`config.mk`:
```
export PLATFORM = sky130hd
export DESIGN_NAME = dmem_line_adapter
export DESIGN_NICKNAME = d
export VERILOG_FILES = /design/src/rtl/dmem_line_adapter.sv
export SDC_FILE = /design/constraint.sdc
export NUM_CORES = 1
export LEC_CHECK = 0
export CAP_MARGIN = 30
export CELL_PAD_IN_SITES_DETAIL_PLACEMENT = 1
export CELL_PAD_IN_SITES_GLOBAL_PLACEMENT = 2
export CORE_ASPECT_RATIO = 2
export CORE_MARGIN = 8
export CORE_UTILIZATION = 38
export DETAILED_ROUTE_END_ITERATION = 8
export GPL_TIMING_DRIVEN = 0
export PLACE_DENSITY = 0.82
export SLEW_MARGIN = 30
export SYNTH_ARGS = -nofsm -noshare
export SYNTH_HDL_FRONTEND = slang
export SYNTH_SLANG_ARGS = --single-unit
```
`constraint.sdc`:
```
create_clock -name clk -period 6.85 [get_ports clk]
set_input_delay 1.37 -clock clk [delete_from_list [all_inputs] [get_ports clk]]
set_output_delay 1.37 -clock clk [all_outputs]
set_load 0.005 [all_outputs]
```
`src/rtl/dmem_line_adapter.sv`:
```
// dmem_line_adapter
//   Serves the load/store unit's word-wide dmem port from a single 256-bit
//   write-back line buffer. Hits complete in one cycle. A miss optionally
//   writes back the dirty line as four 64-bit beats, then refills the line
//   with four 64-bit beats from the burst memory port. The request then hits.
//
// Ports
//   clk, rst      clock; synchronous active-high reset
//   dmem_addr_*   request byte address (bits [1:0] ignored)
//   dmem_rmask    load byte mask, nonzero = load request
//   dmem_wmask    store byte mask, nonzero = store request (wins over load)
//   dmem_wdata    lane-aligned store data
//   dmem_rdata    aligned word returned with dmem_resp (holds between responses)
//   dmem_resp     one-cycle completion pulse
//   bmem_addr     line-aligned burst address
//   bmem_read     fill request, held until bmem_ready
//   bmem_write    writeback beat valid
//   bmem_wdata    writeback beat data
//   bmem_ready    memory accepts the read request / write beat
//   bmem_rdata    fill beat data
//   bmem_rvalid   fill beat valid, beats in order 0..BEATS-1
module dmem_line_adapter #(
    parameter int BEATS = 4
) (
    input  logic        clk,
    input  logic        rst,
    input  logic [31:0] dmem_addr,
    input  logic [3:0]  dmem_rmask,
    input  logic [3:0]  dmem_wmask,
    input  logic [31:0] dmem_wdata,
    output logic [31:0] dmem_rdata,
    output logic        dmem_resp,
    output logic [31:0] bmem_addr,
    output logic        bmem_read,
    output logic        bmem_write,
    output logic [63:0] bmem_wdata,
    input  logic        bmem_ready,
    input  logic [63:0] bmem_rdata,
    input  logic        bmem_rvalid
);

    localparam int CNT_W = $clog2(BEATS);
    localparam logic [CNT_W-1:0] LAST_BEAT = CNT_W'(BEATS - 1);

    localparam logic [2:0] S_IDLE      = 3'd0;
    localparam logic [2:0] S_RESP      = 3'd1;
    localparam logic [2:0] S_WB        = 3'd2;
    localparam logic [2:0] S_FILL_REQ  = 3'd3;
    localparam logic [2:0] S_FILL_WAIT = 3'd4;

    logic [2:0]       state_q, state_d;
    logic [CNT_W-1:0] cnt_q, cnt_d;
    logic             line_valid_q, line_valid_d;
    logic             line_dirty_q, line_dirty_d;
    logic [26:0]      tag_q, tag_d;
    logic [255:0]     data_q, data_d;
    logic [31:0]      rdata_q, rdata_d;

    logic        req_valid;
    logic        is_store;
    logic        hit;
    logic [2:0]  word_sel;
    logic [31:0] cur_word;
    logic [31:0] merged;
    logic        addr_lo_unused;

    assign addr_lo_unused = ^dmem_addr[1:0];

    assign req_valid = (|dmem_rmask) | (|dmem_wmask);
    assign is_store  = |dmem_wmask;
    assign hit       = line_valid_q && (tag_q == dmem_addr[31:5]);
    assign word_sel  = dmem_addr[4:2];
    assign cur_word  = data_q[{word_sel, 5'b0} +: 32];

    // Byte-lane merge of the store data into the currently selected word.
    always_comb begin
        merged = cur_word;
        for (int b = 0; b < 4; b++) begin
            if (dmem_wmask[b]) merged[8*b +: 8] = dmem_wdata[8*b +: 8];
        end
    end

    always_comb begin
        state_d      = state_q;
        cnt_d        = cnt_q;
        line_valid_d = line_valid_q;
        line_dirty_d = line_dirty_q;
        tag_d        = tag_q;
        data_d       = data_q;
        rdata_d      = rdata_q;
        case (state_q)
            S_IDLE: begin
                if (req_valid) begin
                    if (hit) begin
                        state_d = S_RESP;
                        if (is_store) begin
                            data_d[{word_sel, 5'b0} +: 32] = merged;
                            line_dirty_d = 1'b1;
                            rdata_d      = merged;
                        end else begin
                            rdata_d = cur_word;
                        end
                    end else if (line_valid_q && line_dirty_q) begin
                        state_d = S_WB;
                        cnt_d   = '0;
                    end else begin
                        state_d = S_FILL_REQ;
                    end
                end
            end
            // The held request is deliberately not looked at here; the
            // requester only changes it after seeing the response.
            S_RESP: state_d = S_IDLE;
            S_WB: begin
                if (bmem_ready) begin
                    cnt_d = cnt_q + 1'b1;
                    if (cnt_q == LAST_BEAT) begin
                        line_dirty_d = 1'b0;
                        state_d      = S_FILL_REQ;
                    end
                end
            end
            S_FILL_REQ: begin
                if (bmem_ready) begin
                    state_d      = S_FILL_WAIT;
                    line_valid_d = 1'b0;
                    cnt_d        = '0;
                end
            end
            S_FILL_WAIT: begin
                if (bmem_rvalid) begin
                    data_d[{cnt_q, 6'b0} +: 64] = bmem_rdata;
                    cnt_d = cnt_q + 1'b1;
                    if (cnt_q == LAST_BEAT) begin
                        line_valid_d = 1'b1;
                        tag_d        = dmem_addr[31:5];
                        state_d      = S_IDLE;
                    end
                end
            end
            default: state_d = S_IDLE;
        endcase
    end

    always_ff @(posedge clk) begin
        if (rst) begin
            state_q      <= S_IDLE;
            cnt_q        <= '0;
            line_valid_q <= 1'b0;
            line_dirty_q <= 1'b0;
            rdata_q      <= '0;
        end else begin
            state_q      <= state_d;
            cnt_q        <= cnt_d;
            line_valid_q <= line_valid_d;
            line_dirty_q <= line_dirty_d;
            rdata_q      <= rdata_d;
        end
    end

    // Line contents and tag are qualified by line_valid, so they need no reset.
    always_ff @(posedge clk) begin
        tag_q  <= tag_d;
        data_q <= data_d;
    end

    assign dmem_rdata = rdata_q;
    assign dmem_resp  = (state_q == S_RESP);
    assign bmem_read  = (state_q == S_FILL_REQ);
    assign bmem_write = (state_q == S_WB);

    always_comb begin
        bmem_addr  = '0;
        bmem_wdata = '0;
        if (state_q == S_WB) begin
            bmem_addr  = {tag_q, 5'b0};
            bmem_wdata = data_q[{cnt_q, 6'b0} +: 64];
        end else if (state_q == S_FILL_REQ) begin
            bmem_addr = {dmem_addr[31:5], 5'b0};
        end
    end

endmodule

```
# Word-level counts from Yosys, hierarchy flattened

Cells that the tools add are included.

Bits in registers: 322
Bits of input ports: 140
Logic and storage cells: 90

$add $sub $neg: 3
Eq/ne operators: 16
Shift operators: 6
Muxes and demuxes: 41
Bitwise operators: 1
Reductions and logical operators: 16

Operator list:

| kind                      | count |
|---|---|
| $mux 256                  | 4 |
| $bwmux 256                | 2 |
| $pmux 256 s2              | 1 |
| $shift 32x10->256 const A | 1 |
| $shift 64x10->256 const A | 1 |
| $shiftx 256x9->32         | 1 |
| $shiftx 256x9->64         | 1 |
| $shiftx 32x10->256        | 1 |
| $shiftx 64x10->256        | 1 |
| $mux 32                   | 3 |
| $mux 64                   | 1 |
| $mux 8                    | 4 |
| $eq 27x27->1              | 1 |
| $neg 8->10                | 2 |
| $mux 3                    | 6 |
| $mux 2                    | 7 |
| $ne 2x2->1 const B        | 7 |
| $pmux 3 s4                | 1 |
| $reduce_and 6->1          | 2 |
| $mux 1                    | 9 |
| $pmux 2 s4                | 1 |
| $reduce_or 4->1           | 2 |
| $reduce_and 7->1          | 1 |
| $eq 3x2->1 const B        | 2 |
| 14 further kinds          | 21 |

# Depth between registers and ports, before layout

Depth in word-level cells: 8
Mapped depth: 12

# Least setup slack after synthesis

No wires, ideal clock.

Path kind: input-to-reg
Start point: input dmem_addr[3]
End point: register data_q[128] (enable)
Setup time: 461 ps
Arrival: 5,797 ps
Required time: 6,389 ps
Path slack: 592 ps
Stages on the path: 12
Path through: clkbuf_1 -> buf_4 -> buf_4 -> inv_1 -> ha_1 -> ha_1 -> o31ai_1 -> nor2_1 -> nor4b_2 -> clkbuf_1 -> a21oi_1 -> nor3_1

RTL lines:

| what                 | line | text |
|---|---|---|
| from (decl)          | 27   | `input logic [31:0] dmem_addr,` |
| to (signal assigned) | 164  | `data_q <= data_d;` |
| to (decl)            | 56   | `logic [255:0] data_q, data_d;` |

==> impl.org <==
** Run status
- Outcome :: complete, no violations

** Synth
- The share of synthesized area in the top cell type comes to 47.7%.
- The synthesized netlist devotes 1.38% of its cell area to XOR and XNOR gates.
- Summing the areas of all compound-gate instances in the mapped netlist gives 19.5% of the synthesized area.
- In the synthesized netlist the dominant register cell turns out to be sky130_fd_sc_hd__edfxtp_1.
- Post-synth top area cell :: sky130_fd_sc_hd__edfxtp_1
- Counting flops with a built-in enable in the synthesized netlist gives 283.
- In this run the cell area of the synthesized design comes to 0.0178 mm2.
- For this run, the number of Yosys warnings is 0.
- Share of synthesized cell area in full adder, half adder and majority cells :: 0.632%
- Portion of netlist area occupied by mux cells :: 16.2%
- Synth Register Bits :: 322
- Share of the yosys chip area belonging to registers :: 52.1%
- Dominant combinational cell family by area after synthesis :: compound AO/OA/AOI/OAI gates
- After Yosys synthesis, and, or, nand and nor cells account for 5.94% of the synthesized area.
- The synthesized netlist contains 49 unique library cells.
- Average size of a mapped cell :: 13.9 um2
- Asr flop ratio synth :: 0%
- Cells taking the most area after synthesis :: sky130_fd_sc_hd__edfxtp_1, sky130_fd_sc_hd__mux4_2, sky130_fd_sc_hd__a22o_1
- Syn Inst Count :: 1283

** Route
- For this block, wires on met1 add up to 23400 um.
- DR pass1 iterations :: 6
- Signal routing reaches up to met5.
- Post-route DRC :: 0
- Met2 WL :: 38600 um
- Routed Antenna Nets :: 0
- In the routed layout, each cell is associated on average with a via count of 6.30.
- Total wirelength of the detailed-routed design :: 71300 um
- Detailed Route Iter0 Violations :: 1017
- WL per Instance :: 31.3 um
- Number of vias after detailed routing :: 14300
- Metal3 WL :: 5480 um

** Timing
- Worst clock skew on the final layout :: 12.6 ps
- Unrepaired setup endpoints after global routing :: false
- The number of hold violations in the final report was 0.
- At the pin with the least slew margin, the transition time is 1050 ps.
- Static timing analysis puts the maximum clock frequency at 0.151 GHz.
- The max-slew violation count came to 0.
- The final critical path takes up 96.6% of the cycle.
- Slew Limit Headroom :: 30.1%
- Total setup violations reported at the end of the flow :: 0
- Final setup TNS :: 0 ps
- Subtracting the final worst setup slack from the clock period gives 6610 ps.

** Floorplanning
- In this run the horizontal extent of the chip is 169 um.
- Starting density of the core :: 38.3%
- The die is 322 um tall.
- After floorplanning, the core was divided into 112 placement rows.
- Area enclosed by the die boundary :: 0.0545 mm2
- Count of boundary I/O pins :: 271
- The core region is 0.0465 mm2.

** CTS
- Clock-pin slew was measured on the worst setup and hold paths at 70 ps.
- The number of clock buffers added by TritonCTS is 29.
- Gates resized, CTS repair :: 0
- Maximum count of clock buffers along a single path :: 3
- H-Tree Level Count :: 1
- The number of setup buffers added after CTS is 0.
- The tree is rooted in a sky130_fd_sc_hd__clkbuf_16.
- Clk Latency, worst-skew pair :: 570 ps
- The tree built by TritonCTS fans out to 322 sinks.
- The number of hold buffers added after CTS was 0.
- CTS tree :: yes

** Setup path
- Critical path required time :: 7120 ps
- STA classifies the critical path startpoint as a primary input.
- STA classifies the critical path endpoint as a flip-flop.
- Crit path max fanout :: 10
- Data arrives at the worst endpoint at 6890 ps.
- Crit Path Class :: in -> reg

** Finish
- Share of cells above drive strength 1 :: 18.6%
- Compared with the post-synthesis result, the final layout area differs by 27.3%.
- Once layout is complete, the cells apart from fillers number 2275.
- Counting the fill cells in the layout gives 4852.
- After the last flow step, the layout net total stands at 1772.

** Pwr
- Power per standard cell area :: 242 mW/mm2
- Peak supply drop :: 0.000178 V
- The completed layout was analyzed and its total power is 5.48 mW.
- P_leak :: 7.75 nW

** Global route
- Entering global routing, the biggest net connects 29 pins.
- Total routing resource utilization after global routing :: 25.8%
- Number of global-route vias before repair :: 15800
- For this run the aggregate overflow at the end of global routing stands at 0.
- The first global-routing pass estimated 103000 um of wire.
- Antenna violations before repair :: 7

** Place
- The congestion estimate from routability-driven global placement came to 0.864.
- During placement, the flow inserted port buffers numbering 263.
- Once detailed placement completed, the half-perimeter wirelength came to 54300 um.
- Inst Count DP :: 2219

** Worst hold path
- In this run the worst hold path is classified as reg -> reg.

** Flow run
- Number of max-cap violations :: 0
-- cell families (layout without fill, tap and decap cells) --
logic type / Yosys count / count (layout)
compound gates: 439 / 439
xor+xnor: 28 / 28
fa+ha+maj: 9 / 9
buf+inv: 179 / 536
flops: 322 / 322
mux: 128 / 128
other cells: 1 / 9
simple gates: 177 / 177
-- worst max-delay path, stage by stage --
cell                              delay (ps)
sky130_fd_sc_hd__clkdlybuf4s50_1         930
sky130_fd_sc_hd__clkbuf_1                680
sky130_fd_sc_hd__inv_1                   180
sky130_fd_sc_hd__ha_1                    270
sky130_fd_sc_hd__ha_1                    390
sky130_fd_sc_hd__o31ai_1                 180
sky130_fd_sc_hd__nor2_1                  290
sky130_fd_sc_hd__nor4b_2                 720
sky130_fd_sc_hd__clkbuf_1                610
sky130_fd_sc_hd__a21oi_1                 110
sky130_fd_sc_hd__nor3_2                  470
sky130_fd_sc_hd__buf_4                   280
sky130_fd_sc_hd__buf_6                   170
sky130_fd_sc_hd__buf_4                   190
-- cells in the final DEF (no fill, tap or decap), types with 4 or more instances in the layout --
cell                              count
sky130_fd_sc_hd__or2_2                4
sky130_fd_sc_hd__bufinv_16            5
sky130_fd_sc_hd__buf_6                8
sky130_fd_sc_hd__clkinv_2             5
sky130_fd_sc_hd__a22oi_1              6
sky130_fd_sc_hd__edfxtp_1           283
sky130_fd_sc_hd__o21ai_0             35
sky130_fd_sc_hd__nand2_1             12
sky130_fd_sc_hd__a22o_1             284
sky130_fd_sc_hd__a21oi_2             28
sky130_fd_sc_hd__clkbuf_1           102
sky130_fd_sc_hd__o22ai_1             32
sky130_fd_sc_hd__nand2b_1             4
sky130_fd_sc_hd__xnor2_1             20
sky130_fd_sc_hd__nand3_1             32
sky130_fd_sc_hd__a21oi_1             41
sky130_fd_sc_hd__inv_1               40
sky130_fd_sc_hd__nor2_1               9
sky130_fd_sc_hd__and3_1              66
sky130_fd_sc_hd__nor3_2               9
sky130_fd_sc_hd__diode_2              4
sky130_fd_sc_hd__conb_1               5
sky130_fd_sc_hd__nand4_1              7
sky130_fd_sc_hd__dfxtp_1             39
sky130_fd_sc_hd__xor2_1               8
sky130_fd_sc_hd__buf_2               26
sky130_fd_sc_hd__clkbuf_16           29
sky130_fd_sc_hd__mux4_2             128
sky130_fd_sc_hd__clkdlybuf4s50_1    263
sky130_fd_sc_hd__nor3_1               6
sky130_fd_sc_hd__nor4_1               5
sky130_fd_sc_hd__ha_1                 9
sky130_fd_sc_hd__buf_4               44
-- Yosys cell counts, drive strengths merged (2+ instances only) --
library cell	count
nor2	9
nand4b	2
clkbuf	100
nor3b	3
o21ai	36
ha	9
o31ai	3
or2	4
mux4	128
inv	40
a22o	284
nor3	15
xor2	8
nand3	32
nand2b	4
and4	3
nand4	7
xnor2	20
buf	39
a31oi	2
and3	67
o22ai	32
o41a	2
nor4	11
edfxtp	283
dfxtp	39
a21oi	69
nand2	12
a22oi	6
nor2b	2
-- power breakdown --
group	switching (mW)	leakage, nW	total [mW]	internal [mW]
Sequential	0.0353	2.99	2.25	2.21
Combinational	0.820	4.28	1.49	0.673
Clock	0.764	0.480	1.74	0.978
-- metal layers --
| metal | up-vias | global-route usage (%) |
|---|---|---|
| li1 | 6026 | - |
| met1 | 7288 | 26.3 |
| met2 | 801 | 48.7 |
| met3 | 208 | 4.68 |
| met4 | 4 | 14.1 |
| met5 | - | 0 |
-- state kept, by name (all words and copies together), names as in the netlist --
| name | count |
|---|---|
| tag_q | 27 |
| line_dirty_q | 1 |
| state_q | 3 |
| cnt_q | 2 |
| data_q | 256 |
| dmem_rdata | 32 |
| line_valid_q | 1 |
-- through the flow --
step / cell area (um2) / hold WS [ps] / util [%] / setup WS [ps]
6_report: 22700 / 486 / 48.7 / 235
5_1_grt: 22700 / 520 / 48.7 / 210
4_1_cts: 22700 / 486 / 48.7 / 422
3_5_place_dp: 21700 / 469 / 46.6 / -129
3_3_place_gp: 21200 / 457 / 45.6 / -3590
2_1_floorplan: 17800 / 440 / - / 592
-- area by class of cell --
cell class,count,area [um2],share of cell area (%)
diodes,4,10.0,0.0442
plain buffers,139,596,2.63
clock buffers,33,751,3.31
clock inverters,19,236,1.04
inverters,40,150,0.662
multi-input cells,786,7890,34.8
flip-flops and latches,322,9280,40.9
well taps,627,785,3.46
repair buffers,305,2980,13.1
-- path summary, 6_finish.rpt --
check | depth (start not counted) | endpoint | slack (ps) | start
worst min register to register | 1 | line_dirty_q | 490 | line_dirty_q
worst max register to register | 8 | data_q[177] | 2670 | cnt_q[1]
worst max-delay path | 14 | data_q[137] | 240 | dmem_addr[2]
worst min-delay path | 1 | line_dirty_q | 490 | line_dirty_q
No activity file was read; power rests on OpenSTA's default activity.
